`src/rtl/sram_like_pkg.sv`:
```
// sram_like_pkg: shared definitions for the sram-like responder.
//   SIZE_*        : encodings of the request size field (3 is treated as word)
//   resp_entry_t  : one outstanding-response slot in the response queue
//   byte_en()     : SRAM byte-lane mask for a size / low address pair
//   is_aligned()  : natural-alignment test for a size / low address pair
package sram_like_pkg;

    localparam logic [1:0] SIZE_BYTE = 2'd0;
    localparam logic [1:0] SIZE_HALF = 2'd1;
    localparam logic [1:0] SIZE_WORD = 2'd2;

    typedef struct packed {
        logic        is_read;
        logic        misalign;
        logic        captured;   // read word already copied out of ram_rdata
        logic [31:0] rdata;
        logic [2:0]  ready_cnt;  // remaining extra-latency cycles
    } resp_entry_t;

    function automatic logic [3:0] byte_en(input logic [1:0] size, input logic [1:0] lo);
        case (size)
            SIZE_BYTE: byte_en = 4'b0001 << lo;
            SIZE_HALF: byte_en = lo[1] ? 4'b1100 : 4'b0011;
            SIZE_WORD: byte_en = 4'b1111;
            default:   byte_en = 4'b1111;
        endcase
    endfunction

    function automatic logic is_aligned(input logic [1:0] size, input logic [1:0] lo);
        case (size)
            SIZE_BYTE: is_aligned = 1'b1;
            SIZE_HALF: is_aligned = ~lo[0];
            SIZE_WORD: is_aligned = (lo == 2'b00);
            default:   is_aligned = (lo == 2'b00);
        endcase
    endfunction

endpackage

```
`src/rtl/sram_like_resp_fifo.sv`:
```
// sram_like_resp_fifo: DEPTH-deep in-order queue of outstanding responses.
//   clk, rst      : clock, asynchronous active-high reset (discards all entries)
//   push          : append an entry (never asserted while full)
//   push_is_read  : entry is a read
//   push_misalign : entry is a misaligned request
//   pop           : retire the head (only asserted when head_ready)
//   ram_rdata     : SRAM read data, captured by the entry pushed last cycle
//   head_ready    : head present and its latency countdown expired
//   head_misalign : head misalign flag
//   head_rdata    : head read word (0 for writes)
//   full_next     : queue will be full in the next cycle
module sram_like_resp_fifo
    import sram_like_pkg::*;
#(
    parameter int unsigned DEPTH     = 2,
    parameter int unsigned EXTRA_LAT = 0
) (
    input  logic        clk,
    input  logic        rst,
    input  logic        push,
    input  logic        push_is_read,
    input  logic        push_misalign,
    input  logic        pop,
    input  logic [31:0] ram_rdata,
    output logic        head_ready,
    output logic        head_misalign,
    output logic [31:0] head_rdata,
    output logic        full_next
);

    localparam int unsigned PW = (DEPTH > 1) ? $clog2(DEPTH) : 1;
    localparam int unsigned CW = $clog2(DEPTH + 1);

    resp_entry_t      entries [DEPTH];
    logic [DEPTH-1:0] valid;
    logic [PW-1:0]    wr_ptr;
    logic [PW-1:0]    rd_ptr;
    logic [CW-1:0]    count;
    logic [CW-1:0]    count_next;
    resp_entry_t      head;

    function automatic logic [PW-1:0] wrap_inc(input logic [PW-1:0] p);
        return (p == PW'(DEPTH - 1)) ? '0 : p + PW'(1);
    endfunction

    assign count_next = count + CW'(push) - CW'(pop);
    assign full_next  = (count_next == CW'(DEPTH));

    assign head          = entries[rd_ptr];
    assign head_ready    = valid[rd_ptr] && (head.ready_cnt == 3'd0);
    assign head_misalign = head.misalign;
    // With no extra latency the head retires in the very cycle the SRAM
    // presents its word, so the uncaptured head reads ram_rdata directly.
    assign head_rdata    = !head.is_read ? '0 : (head.captured ? head.rdata : ram_rdata);

    always_ff @(posedge clk or posedge rst) begin
        if (rst) begin
            wr_ptr <= '0;
            rd_ptr <= '0;
            count  <= '0;
            valid  <= '0;
            for (int unsigned i = 0; i < DEPTH; i++) begin
                entries[i] <= '0;
            end
        end else begin
            for (int unsigned i = 0; i < DEPTH; i++) begin
                if (valid[i]) begin
                    if (!entries[i].captured) begin
                        entries[i].captured <= 1'b1;
                        entries[i].rdata    <= entries[i].is_read ? ram_rdata : '0;
                    end
                    if (entries[i].ready_cnt != 3'd0) begin
                        entries[i].ready_cnt <= entries[i].ready_cnt - 3'd1;
                    end
                end
            end
            if (pop) begin
                valid[rd_ptr] <= 1'b0;
                rd_ptr        <= wrap_inc(rd_ptr);
            end
            if (push) begin
                entries[wr_ptr] <= '{is_read:   push_is_read,
                                     misalign:  push_misalign,
                                     captured:  1'b0,
                                     rdata:     32'd0,
                                     ready_cnt: 3'(EXTRA_LAT)};
                valid[wr_ptr]   <= 1'b1;
                wr_ptr          <= wrap_inc(wr_ptr);
            end
            count <= count_next;
        end
    end

endmodule

```
`src/rtl/sram_like_slave.sv`:
```
// sram_like_slave: sram-like channel responder backed by a 1-cycle SRAM.
//   clk, rst        : clock, asynchronous active-high reset
//   req/wr/size     : request valid, write flag, size (0 byte,1 half,2/3 word)
//   addr, wdata     : byte address, lane-aligned write data
//   addr_ok         : request accepted when req & addr_ok (state-only)
//   data_ok, rdata  : one in-order response per request; rdata 0 for writes
//   misalign        : flags the response of a misaligned request
//   ram_*           : single-port synchronous SRAM interface
// Optional: define SRAM_LIKE_SLV_RANDOM_STALL_EN to add LFSR-driven random
// acceptance and retirement stalls.
module sram_like_slave
    import sram_like_pkg::*;
#(
    parameter int unsigned RAM_AW    = 16,
    parameter int unsigned MAX_OUTST = 2,
    parameter int unsigned EXTRA_LAT = 0
) (
    input  logic              clk,
    input  logic              rst,
    input  logic              req,
    input  logic              wr,
    input  logic [1:0]        size,
    input  logic [31:0]       addr,
    input  logic [31:0]       wdata,
    output logic              addr_ok,
    output logic              data_ok,
    output logic [31:0]       rdata,
    output logic              ram_en,
    output logic [3:0]        ram_wen,
    output logic [RAM_AW-1:0] ram_addr,
    output logic [31:0]       ram_wdata,
    input  logic [31:0]       ram_rdata,
    output logic              misalign
);

    logic        accept;
    logic        aligned;
    logic [3:0]  lanes;
    logic        full_next;
    logic        head_ready;
    logic        head_misalign;
    logic [31:0] head_rdata;
    logic [31:0] rdata_hold;
    logic        accept_gate;
    logic        retire_gate;
    logic        unused_addr;

    assign accept    = req & addr_ok;
    assign lanes     = byte_en(size, addr[1:0]);
    assign aligned   = is_aligned(size, addr[1:0]);
    assign ram_en    = accept;
    assign ram_wen   = (accept && wr && aligned) ? lanes : '0;
    assign ram_addr  = addr[RAM_AW+1:2];
    assign ram_wdata = wdata;
    assign unused_addr = ^addr[31:RAM_AW+2];

`ifdef SRAM_LIKE_SLV_RANDOM_STALL_EN
    logic [15:0] lfsr;
    logic [15:0] lfsr_next;

    assign lfsr_next = {lfsr[14:0], lfsr[15] ^ lfsr[13] ^ lfsr[12] ^ lfsr[10]};

    always_ff @(posedge clk or posedge rst) begin
        if (rst) lfsr <= 16'hACE1;
        else     lfsr <= lfsr_next;
    end

    // addr_ok is registered, so its mask looks at the value lfsr takes next.
    assign accept_gate = (lfsr_next[1:0] != 2'b00);
    assign retire_gate = (lfsr[3:2] != 2'b00);
`else
    assign accept_gate = 1'b1;
    assign retire_gate = 1'b1;
`endif

    assign data_ok  = head_ready & retire_gate;
    assign misalign = data_ok & head_misalign;
    assign rdata    = data_ok ? head_rdata : rdata_hold;

    always_ff @(posedge clk or posedge rst) begin
        if (rst) begin
            addr_ok    <= 1'b0;
            rdata_hold <= '0;
        end else begin
            addr_ok <= !full_next && accept_gate;
            if (data_ok) rdata_hold <= head_rdata;
        end
    end

    sram_like_resp_fifo #(
        .DEPTH     (MAX_OUTST),
        .EXTRA_LAT (EXTRA_LAT)
    ) u_resp_fifo (
        .clk           (clk),
        .rst           (rst),
        .push          (accept),
        .push_is_read  (~wr),
        .push_misalign (~aligned),
        .pop           (data_ok),
        .ram_rdata     (ram_rdata),
        .head_ready    (head_ready),
        .head_misalign (head_misalign),
        .head_rdata    (head_rdata),
        .full_next     (full_next)
    );

endmodule

```
`config.mk`:
```
export PLATFORM = sky130hd
export DESIGN_NAME = sram_like_slave
export DESIGN_NICKNAME = d
export VERILOG_FILES = /design/src/rtl/sram_like_pkg.sv /design/src/rtl/sram_like_resp_fifo.sv /design/src/rtl/sram_like_slave.sv
export SDC_FILE = /design/constraint.sdc
export NUM_CORES = 1
export LEC_CHECK = 0
export CORE_ASPECT_RATIO = 1.25
export CORE_MARGIN = 5
export CORE_UTILIZATION = 43
export CTS_BUF_LIST = sky130_fd_sc_hd__clkbuf_8 sky130_fd_sc_hd__clkbuf_16
export CTS_CLUSTER_DIAMETER = 40
export DETAILED_ROUTE_END_ITERATION = 7
export PLACE_DENSITY = 0.77
export SYNTH_ARGS = -nofsm -noshare
export SYNTH_HDL_FRONTEND = slang
export SYNTH_HIERARCHICAL = 1
export SYNTH_SLANG_ARGS = --single-unit
export TNS_END_PERCENT = 50
```
`constraint.sdc`:
```
create_clock -name clk -period 2.5 [get_ports clk]
set_clock_uncertainty 0.1 [all_clocks]
set_input_delay 0.5 -clock clk [delete_from_list [all_inputs] [get_ports clk]]
set_output_delay 0.5 -clock clk [all_outputs]
set_load 0.01 [all_outputs]
```
==> flow_summary.toml <==
[run]
maxCapViolCount = 0

[worst_setup_path]
startpoint = "u_resp_fifo/rd_ptr"
required_ns = 1.90
critPathMaxFanout = 5
arrival_ns = 2.18
endpoint_kind = "output pin"
r2r_slack_ns = -0.10
worst_r2r_endpoint = "addr_ok"
endpoint = "rdata[14]"
crit_path_start_kind = "flip-flop"
r2r_cells = 15
worstReg2RegStart = "u_resp_fifo/rd_ptr"
worstSetupPathType = "flip-flop to output pin"

[finish]
nNetsFinal = 836
fillers = 1138
syn2layout_area_growth_pct = 34.4
fin_cells = 919
drive_gt1_share_pct = 37.8
num_antenna_cells = 0
design_area_um2 = 8590

[sta]
finalHoldViolations = 0
rsz0062_at_grt = "true"
setup_tns_ns = -7.22
slew_viol_final = 0
clock.fmax_mhz = 360
fin_ws_ns = -0.281
finalWorstPathRequiredPeriod_ns = 2.78
worstMarginPinSlew_ns = 0.623
finalHoldWorstSlack_ns = 0.401
setup_violations = 34
max-slew-margin-rel_pct = 58.2
finalCritPeriodShare_pct = 111

[routing]
routed_wl_mm = 17.9
dr.pass1.iters = 6
drtIter0Drc = 325
via_per_inst = 5.62
vias = 5165
routedWlPerCell_um = 19.5
drc_errors = 0
antenna_left = 0

[pwr]
leakagePower_nw = 3.89
design_power_total_mw = 13.6
cellPowerDensity_nw_per_um2 = 1580
peakVddDrop_mv = 0.804

[global_routing]
grt_antenna_before_repair = 0
grt_max_degree = 43
grt_pass1_vias = 5747
grt_pass1_wl_mm = 29.1
overflow = 0
grt.total_usage_pct = 20.8

[cts]
clkLatencyLatePin_ns = 0.42
clkSinkCount = 115
path_clk_slew_ns = 0.05
cts-root-buf = "clkbuf_16"
ctsLongestPathBuffers = 2
cts_buffers = 17
hold_buffers = 0
htreeDepth = 4
cts_tree = "done"

[logic_synthesis]
synth_area_um2 = 6390
ys.flop_type = "dfrtp_1"
netlist-cell-type-count = 36
ys_ff_latch = 115
synthesis.instances = 617
synth_area_per_cell_um2 = 10.4
async_flop_share_pct = 100
synth_edf_count = 0
yosysSeqAreaShare_pct = 45.0
syn-num-nets = 725
ys_warn_count = 6

[floorplanning]
fp-row-count = 49
dieWidth_um = 119
die_y_um = 146
core_area_um2 = 14500
initial_core_util_pct = 44.2
io_pins = 190
fp.dieArea_um2 = 17400

[placed_design]
dpl-instance-area_um2 = 7320
place.gp.congestion = 0.766
detailed_place_hpwl_mm = 10.9
numPlacedInstances = 845
port-buffer-count = 79

[status]
violations = "setup timing"
status = "complete, but fails checks"

[hold_path]
min_path_type = "flip-flop to flip-flop"
==> logic make-up after synthesis <==
family / after synthesis / synth area share [%]
multiplexers: 73 / 14.0
flip-flops: 115 / 45.0
AND/OR/NAND/NOR: 197 / 14.3
AO/OA/AOI/OAI: 109 / 12.6
adder cells (fa/ha/maj): 6 / 1.17
XOR/XNOR: 7 / 0.959
buffers and inverters: 110 / 12.0
==> sequential cells by signal (all words and copies together), names as in the netlist <==
name / flops
u_resp_fifo/entries: 76
rdata_hold: 32
u_resp_fifo/count: 2
u_resp_fifo/valid: 2
addr_ok: 1
u_resp_fifo/rd_ptr: 1
u_resp_fifo/wr_ptr: 1
==> worst min path at each step <==
stage                    endpoint  cells after the start                from  slack, ns
3_3_place_gp   u_resp_fifo/wr_ptr                      1  u_resp_fifo/wr_ptr       0.36
6_report            rdata_hold[1]                      1       rdata_hold[1]       0.40
5_1_grt             rdata_hold[1]                      1       rdata_hold[1]       0.41
2_1_floorplan  u_resp_fifo/wr_ptr                      1  u_resp_fifo/wr_ptr       0.35
4_1_cts             rdata_hold[4]                      1       rdata_hold[4]       0.40
3_5_place_dp       rdata_hold[28]                      1      rdata_hold[28]       0.38
==> per-layer routing <==
metal | vias to the layer above | part of all wire (%) | global-route usage, %
li1 | 2284 | - | -
met1 | 2565 | 38 | 23.2
met2 | 242 | 52 | 35.9
met3 | 74 | 5.6 | 5.45
met4 | 0 | 4.0 | 11.7
met5 | - | 0 | 0
==> per-stage QoR <==
step	worst slack [ns]	util [%]
3_5_place_dp	-0.208	50.6
4_1_cts	-0.311	58.9
3_3_place_gp	-0.163	50.6
2_1_floorplan	0.152	-
5_1_grt	-0.332	59.4
6_report	-0.281	59.4
==> layout make-up <==
cell class	instances	area, um2	share of cell area (%)
clock buffers	18	439	5.11
clock inverters	14	145	1.69
inverters	10	41.3	0.481
multi-input cells	392	2880	33.5
flip-flops and latches	115	2880	33.5
well taps	178	223	2.59
repair buffers	192	1990	23.2
==> critical path: stages, from the launching register on <==
cell and delay (ns):
dfrtp_2 0.43, buf_6 0.13, mux2_4 0.36, buf_12 0.16
buf_16 0.14, a211oi_4 0.24, mux2_4 0.20, buf_6 0.09
==> power by group <==
part           internal [mW]  total, mW  switching [mW]
Sequential              2.76       3.20           0.448
Combinational           4.12       8.00            3.88
Clock                   1.57       2.41           0.841
==> cells in the mapped netlist (2+ instances only) <==
cell type    n  area [um2]
a211oi_2    32         400
a21o_1       4        30.0
a21oi_1     70         350
a311oi_1     2        17.5
and2_1       3        18.8
buf_12       3        60.1
buf_2       11        55.1
buf_4       55         413
buf_6        8        90.1
buf_8        2        30.0
clkbuf_1    18        67.6
dfrtp_1    115        2880
ha_1         6        75.1
inv_1       10        37.5
mux2_2       7        78.8
mux2_4      30         450
mux2i_1     34         340
nand2_1     69         259
nand2b_1     5        31.3
nand3_1     66         330
nor2_1      26        97.6
nor2_2      18         113
nor2b_1      3        18.8
nor3_1       3        15.0
xnor2_1      3        26.3
xor2_1       4        35.0
==> cell usage in the layout, fill, tap and decap left out, types with 4 or more instances in the layout <==
| master | count |
|---|---|
| buf_12 | 10 |
| clkbuf_16 | 18 |
| dfrtp_1 | 114 |
| mux2_4 | 33 |
| inv_1 | 9 |
| a21o_1 | 4 |
| buf_16 | 5 |
| dlygate4sd2_1 | 5 |
| xor2_1 | 4 |
| mux2_2 | 4 |
| a211oi_2 | 28 |
| nand3_1 | 66 |
| clkdlybuf4s50_1 | 40 |
| ha_1 | 6 |
| a211oi_4 | 4 |
| nand2b_1 | 5 |
| nor2_2 | 15 |
| a21oi_1 | 70 |
| clkinv_2 | 8 |
| buf_6 | 49 |
| mux2i_1 | 33 |
| nand2_1 | 69 |
| nor2_1 | 21 |
| buf_4 | 80 |
| nor2_4 | 8 |
==> what timing repair did <==
action | CTS | global route
setup endpoints to repair | 38 | 34
gates resized for setup | 208 | 21
cloned | 6 | 1
pin swaps | 9 | 5
setup buffers | 36 | 6
(Power assumes the default switching activity.)
